<file path="config.mk">
export PLATFORM = sky130hd
export DESIGN_NAME = pipe_hazard_ctrl
export DESIGN_NICKNAME = d
export VERILOG_FILES = /design/src/rtl/pipe_hazard_ctrl.sv
export SDC_FILE = /design/constraint.sdc
export NUM_CORES = 1
export LEC_CHECK = 0
export ABC_CLOCK_PERIOD_IN_PS = 1800
export BUFFER_PORTS_ARGS = -buffer_cell sky130_fd_sc_hd__buf_2
export CAP_MARGIN = 20
export CORE_ASPECT_RATIO = 1.5
export CORE_MARGIN = 8
export CORE_UTILIZATION = 42
export CTS_CLUSTER_DIAMETER = 30
export CTS_CLUSTER_SIZE = 12
export DETAILED_ROUTE_END_ITERATION = 8
export PLACE_DENSITY = 0.83
export SLEW_MARGIN = 10
export SYNTH_ARGS = -nofsm -noshare
export SYNTH_HDL_FRONTEND = slang
export SYNTH_SLANG_ARGS = --single-unit
</file>
<file path="constraint.sdc">
create_clock -name CLK -period 1.8 [get_ports CLK]
set_input_delay 0 -clock CLK [delete_from_list [all_inputs] [get_ports CLK]]
set_output_delay 0 -clock CLK [all_outputs]
set_load 0.01 [all_outputs]
</file>
<file path="src/rtl/pipe_hazard_ctrl.sv">
// rtl/pipe_hazard_ctrl.sv - 5-stage pipeline PC, valid, stall/flush and forwarding control (optional PIPE_HAZARD_PERF_EN counters)
module pipe_hazard_ctrl #(
  parameter int unsigned     N        = 32,
  parameter int unsigned     RA_W     = 4,
  parameter logic [N-1:0]    RESET_PC = '0,
  parameter int unsigned     PC_STEP  = 1
) (
  input  logic            CLK,
  input  logic            RST,
  input  logic            imem_ready_i,
  input  logic            dmem_req_i,
  input  logic            dmem_ready_i,
  input  logic [RA_W-1:0] id_rs1_i,
  input  logic [RA_W-1:0] id_rs2_i,
  input  logic            id_use1_i,
  input  logic            id_use2_i,
  input  logic [RA_W-1:0] ex_rd_i,
  input  logic            ex_we_i,
  input  logic            ex_load_i,
  input  logic            ex_taken_i,
  input  logic [N-1:0]    ex_target_i,
  input  logic [RA_W-1:0] mem_rd_i,
  input  logic [RA_W-1:0] wb_rd_i,
  input  logic            mem_we_i,
  input  logic            wb_we_i,
  input  logic            mem_load_i,
  output logic [N-1:0]    pc_o,
  output logic            en_if_id_o,
  output logic            en_id_ex_o,
  output logic            en_ex_mem_o,
  output logic            en_mem_wb_o,
  output logic            v_id_o,
  output logic            v_ex_o,
  output logic            v_mem_o,
  output logic            v_wb_o,
  output logic [1:0]      fwd_a_o,
  output logic [1:0]      fwd_b_o,
  output logic [31:0]     stall_cnt_o,
  output logic [31:0]     flush_cnt_o
);

  logic [N-1:0]    pc_q, pc_d;
  logic            v_id_q, v_ex_q, v_mem_q, v_wb_q;
  logic            v_id_d, v_ex_d, v_mem_d, v_wb_d;
  logic [RA_W-1:0] ex_rs1_q, ex_rs2_q, ex_rs1_d, ex_rs2_d;
  logic            ex_use1_q, ex_use2_q, ex_use1_d, ex_use2_d;
  logic            mw, lu, br, iw;

  // Hazard detection and next-state selection; mw > br > lu > imem wait
  always_comb begin
    mw = v_mem_q & dmem_req_i & ~dmem_ready_i;
    lu = v_ex_q & ex_load_i & ex_we_i & v_id_q &
         ((id_use1_i & (ex_rd_i == id_rs1_i)) | (id_use2_i & (ex_rd_i == id_rs2_i)));
    br = v_ex_q & ex_taken_i & ~mw;
    iw = ~imem_ready_i;

    en_if_id_o  = 1'b1;
    en_id_ex_o  = 1'b1;
    en_ex_mem_o = 1'b1;
    en_mem_wb_o = 1'b1;
    pc_d        = pc_q + N'(PC_STEP);
    v_id_d      = 1'b1;
    v_ex_d      = v_id_q;
    v_mem_d     = v_ex_q;
    v_wb_d      = v_mem_q;

    if (mw) begin
      en_if_id_o  = 1'b0;
      en_id_ex_o  = 1'b0;
      en_ex_mem_o = 1'b0;
      pc_d        = pc_q;
      v_id_d      = v_id_q;
      v_ex_d      = v_ex_q;
      v_mem_d     = v_mem_q;
      v_wb_d      = 1'b0;
    end else if (br) begin
      pc_d   = ex_target_i;
      v_id_d = 1'b0;
      v_ex_d = 1'b0;
    end else if (lu) begin
      en_if_id_o = 1'b0;
      pc_d       = pc_q;
      v_id_d     = v_id_q;
      v_ex_d     = 1'b0;
    end else if (iw) begin
      pc_d   = pc_q;
      v_id_d = 1'b0;
    end

    // Operand sources follow the instruction into EX; a bubble carries no uses
    if (mw) begin
      ex_rs1_d  = ex_rs1_q;
      ex_rs2_d  = ex_rs2_q;
      ex_use1_d = ex_use1_q;
      ex_use2_d = ex_use2_q;
    end else begin
      ex_rs1_d  = id_rs1_i;
      ex_rs2_d  = id_rs2_i;
      ex_use1_d = id_use1_i & v_ex_d;
      ex_use2_d = id_use2_i & v_ex_d;
    end
  end

  // Forwarding selects; a load in MEM has no data yet so it never forwards
  always_comb begin
    fwd_a_o = 2'b00;
    fwd_b_o = 2'b00;
    if (ex_use1_q & v_mem_q & mem_we_i & ~mem_load_i & (mem_rd_i == ex_rs1_q))
      fwd_a_o = 2'b01;
    else if (ex_use1_q & v_wb_q & wb_we_i & (wb_rd_i == ex_rs1_q))
      fwd_a_o = 2'b10;
    if (ex_use2_q & v_mem_q & mem_we_i & ~mem_load_i & (mem_rd_i == ex_rs2_q))
      fwd_b_o = 2'b01;
    else if (ex_use2_q & v_wb_q & wb_we_i & (wb_rd_i == ex_rs2_q))
      fwd_b_o = 2'b10;
  end

  // PC, stage valids and EX operand tracking
  always_ff @(posedge CLK) begin
    if (RST) begin
      pc_q      <= RESET_PC;
      v_id_q    <= 1'b0;
      v_ex_q    <= 1'b0;
      v_mem_q   <= 1'b0;
      v_wb_q    <= 1'b0;
      ex_rs1_q  <= '0;
      ex_rs2_q  <= '0;
      ex_use1_q <= 1'b0;
      ex_use2_q <= 1'b0;
    end else begin
      pc_q      <= pc_d;
      v_id_q    <= v_id_d;
      v_ex_q    <= v_ex_d;
      v_mem_q   <= v_mem_d;
      v_wb_q    <= v_wb_d;
      ex_rs1_q  <= ex_rs1_d;
      ex_rs2_q  <= ex_rs2_d;
      ex_use1_q <= ex_use1_d;
      ex_use2_q <= ex_use2_d;
    end
  end

  assign pc_o    = pc_q;
  assign v_id_o  = v_id_q;
  assign v_ex_o  = v_ex_q;
  assign v_mem_o = v_mem_q;
  assign v_wb_o  = v_wb_q;

`ifdef PIPE_HAZARD_PERF_EN
  logic [31:0] stall_cnt_q, flush_cnt_q;

  // Wrapping stall / flush event counters
  always_ff @(posedge CLK) begin
    if (RST) begin
      stall_cnt_q <= '0;
      flush_cnt_q <= '0;
    end else begin
      if (mw | lu | (iw & ~br))
        stall_cnt_q <= stall_cnt_q + 32'd1;
      if (br)
        flush_cnt_q <= flush_cnt_q + 32'd1;
    end
  end

  assign stall_cnt_o = stall_cnt_q;
  assign flush_cnt_o = flush_cnt_q;
`else
  assign stall_cnt_o = '0;
  assign flush_cnt_o = '0;
`endif

endmodule

</file>
==> flow_summary_export.csv <==
group,metric,value,unit
status,run_status,"complete, but fails checks",
status,violations,"hold timing, setup timing",
setup_path,critical_path_required,1.96,ns
synthesis,post_synthesis_cell_area,3340,um^2
grt,antenna_found_initial,0,
clocking,tritoncts,"yes",
place,io_buffer_count,107,
floorplan,die_h,125,um
timing,timing.final.crit_period,1.83,ns
timing,maxClockFrequency,545,MHz
detailed_routing,total_routed_length,13300,um
setup_path,critPathMostFrequentCell,"nand4_1",
setup_path,arr_time_crit_path,2.00,ns
power_and_ir_drop,finalPower,2.98,mW
synthesis,ys_types,58,
setup_path,worst_path_largest_cell_delay,0.32,ns
grt,grt.overflow.total,0,
timing,timing.hold.ws,-0.00651,ns
detailed_routing,route.detailed.drc,0,
run,maxCapViolations,0,
detailed_routing,drt-vias-per-instance,5.51,
power_and_ir_drop,p_leak,2.19,nW
timing,fin_skew,0.00593,ns
setup_path,timing.critical_path.fanout_max,5,
clocking,sink_count,46,
synthesis,yosysWarnings,0,
clocking,ctsHtreeMaxLevel,2,
detailed_routing,dr_iter_0_viols,321,
synthesis,ys.flop_type,"dfxtp_1",
clocking,path_clk_slew,0.06,ns
cells_and_area,postLayoutCellArea,4830,um^2
synthesis,yosys.area_share.adder,0.375,%
cells_and_area,seq_area,941,um^2
timing,report.final.slew_viol_count,0,
floorplan,io-pin-count,173,
timing,timing.final.setup_violations,4,
grt,grt_pass1_vias,4000,
grt,global_route.usage.total,21.4,%
timing,post-route-period-util,102,%
clocking,ctsRootBufferMaster,"clkbuf_16",
synthesis,ys_async_sr_fraction,0,%
detailed_routing,dr_total_vias,3963,
timing,finalSetupTns,-0.0876,ns
floorplan,floorplan.initialDensity,42.5,%
cells_and_area,area_growth_syn_to_layout,44.6,%
synthesis,share_of_the_synthesized_area_in_compound_gates_ao_oa_aoi_oai,18.0,%
timing,postLayoutSetupSlackWorst,-0.0338,ns
clocking,cts_inserted_buffers,5,
place,place_ws,-0.0765,ns
detailed_routing,ant_nets,0,
place,final_estimated_routing_congestion_in_global_placement,0.934,
timing,hold_viol_final,2,
cells_and_area,design.final.nets,679,
grt,grt_pass1_wl,19100,um
cells_and_area,num-fill-cells,688,
synthesis,synth.yosys.seq_area_share,27.6,%
cells_and_area,area_taken_by_multi_input_logic_gates,2170,um^2
synthesis,synth_edf_count,0,
cells_and_area,final_cells,719,
setup_path,worst_path_slowest_cell,"dfxtp_2",
clocking,insertion_delay,0.29,ns
detailed_routing,detail_route.first_pass.iterations,5,
floorplan,row_count,40,
synthesis,post_synth_mux_area_share,0.300,%
detailed_routing,post_drt_wl_per_cell,18.5,um
synthesis,ys_ff_latch,46,
cells_and_area,final_common_cell,"buf_2",
grt,grt_start_max_net_pins,23,
cells_and_area,drive_gt1_share,38.3,%
clocking,clock_tree.buffer_depth,2,
floorplan,die_width,88.8,um
cells_and_area,antennaDiodeCount,0,
cells_and_area,core_utilization_of_the_finished_layout,61.4,%
place,numPlacedInstances,673,
timing,rsz0062_at_grt,"true",
synthesis,simple_gate_share_of_the_synthesized_area,28.1,%
floorplan,dieArea,11100,um^2
power_and_ir_drop,pwr_cell_area,617,nW/um^2
setup_path,critPathLaunchType,"register",
synthesis,syn_area_per_cell,7.84,um^2
place,placement_stage_cell_area,4100,um^2
setup_path,timing_worst_setup_path_type,"reg2reg",
synthesis,synth_top_family_by_area,"simple AND/OR/NAND/NOR gates",
hold_path,worst_hold_path_type,"in2reg",
synthesis,synth_area_in_xor_xnor,7.08,%
cells_and_area,final_cell_mix,"buf_2 (107), buf_4 (66), conb_1 (65)",
setup_path,worstPathCellList,"nand4_1 > nor4_2 > and2_1 > nand4_1 > o211ai_1 > o311ai_1",
floorplan,core_area,7860,um^2
power_and_ir_drop,vdd_drop_max,0.493,mV
setup_path,timing.critical_path.to_type,"register",
place,post-dp-hpwl,9580,um
synthesis,synthesis.instances,426,
## critical path, delay by kind of cell (launching register included)
kind,cells,cell delay (ns)
AOI/OAI and AO/OA,2,0.40
DFF,1,0.32
and+or+nand+nor,4,0.99
## layout make-up
| cell class | count | share of cell area, % |
|---|---|---|
| Timing Repair Buffer | 201 | 28.0 |
| Tap cell | 105 | 2.72 |
| Sequential cell | 46 | 19.5 |
| Multi-Input combinational cell | 352 | 45.1 |
| Clock inverter | 2 | 1.24 |
| Inverter | 7 | 0.570 |
| Clock buffer | 6 | 2.88 |
## synth_stat cells (all sizes together) (9+ instances only)
master,count,area (um^2)
buf,74,546
nand2,50,188
dfxtp,46,921
nand3,28,158
a21oi,23,115
nor2,20,75.1
nand4,17,106
xnor2,16,140
and3,15,93.8
xor2,11,96.3
clkbuf,10,37.5
a31oi,9,56.3
o211ai,9,67.6
## registers in the layout, indices dropped and copies added (netlist names), named ones only
| register | cells |
|---|---|
| ex_use2_q | 1 |
| pc_o | 32 |
| v_id_o | 1 |
| ex_use1_q | 1 |
| v_mem_o | 1 |
| v_wb_o | 1 |
| ex_rs1_q | 4 |
| ex_rs2_q | 4 |
## kinds of logic (layout without fill, tap and decap cells)
kind of cell	Yosys count	in the layout
XOR/XNOR	27	27
buffers and inverters	91	216
multiplexers	1	1
adder cells (fa/ha/maj)	1	1
AND/OR/NAND/NOR	174	174
other	2	65
AO/OA/AOI/OAI	84	84
flip-flops	46	46
## power by group
| group | internal [mW] | switching [mW] | total, mW |
|---|---|---|---|
| sequential | 1.07 | 0.0537 | 1.12 |
| combinational | 0.279 | 0.339 | 0.618 |
| clock | 0.834 | 0.407 | 1.24 |
| total | 2.18 | 0.800 | 2.98 |
## layer usage
metal / global-route usage, % / wire [um]
met1: 23.2 / 4870
met2: 36.8 / 6540
met3: 4.07 / 1280
met4: 12.1 / 641
met5: 0 / 0
## worst paths after layout
kind / startpoint / slack, ns / cells after the start / to
worst min register to register: pc_o[0] / 0.49 / 1 / pc_o[0]
worst min-delay path: ex_target_i[1] / -0.007 / 3 / pc_o[1]
worst max-delay path: pc_o[15] / -0.03 / 6 / pc_o[21]
worst max register to register: pc_o[15] / -0.03 / 6 / pc_o[21]
## timing repair
item,in CTS,in global routing
gates resized for setup,9,37
setup buffers,3,13
setup endpoints to repair,17,26
hold buffers,19,1
hold endpoints to repair,19,1
pin swaps,2,24
gates cloned,0,2
No activity file was read; power rests on OpenSTA's default activity.
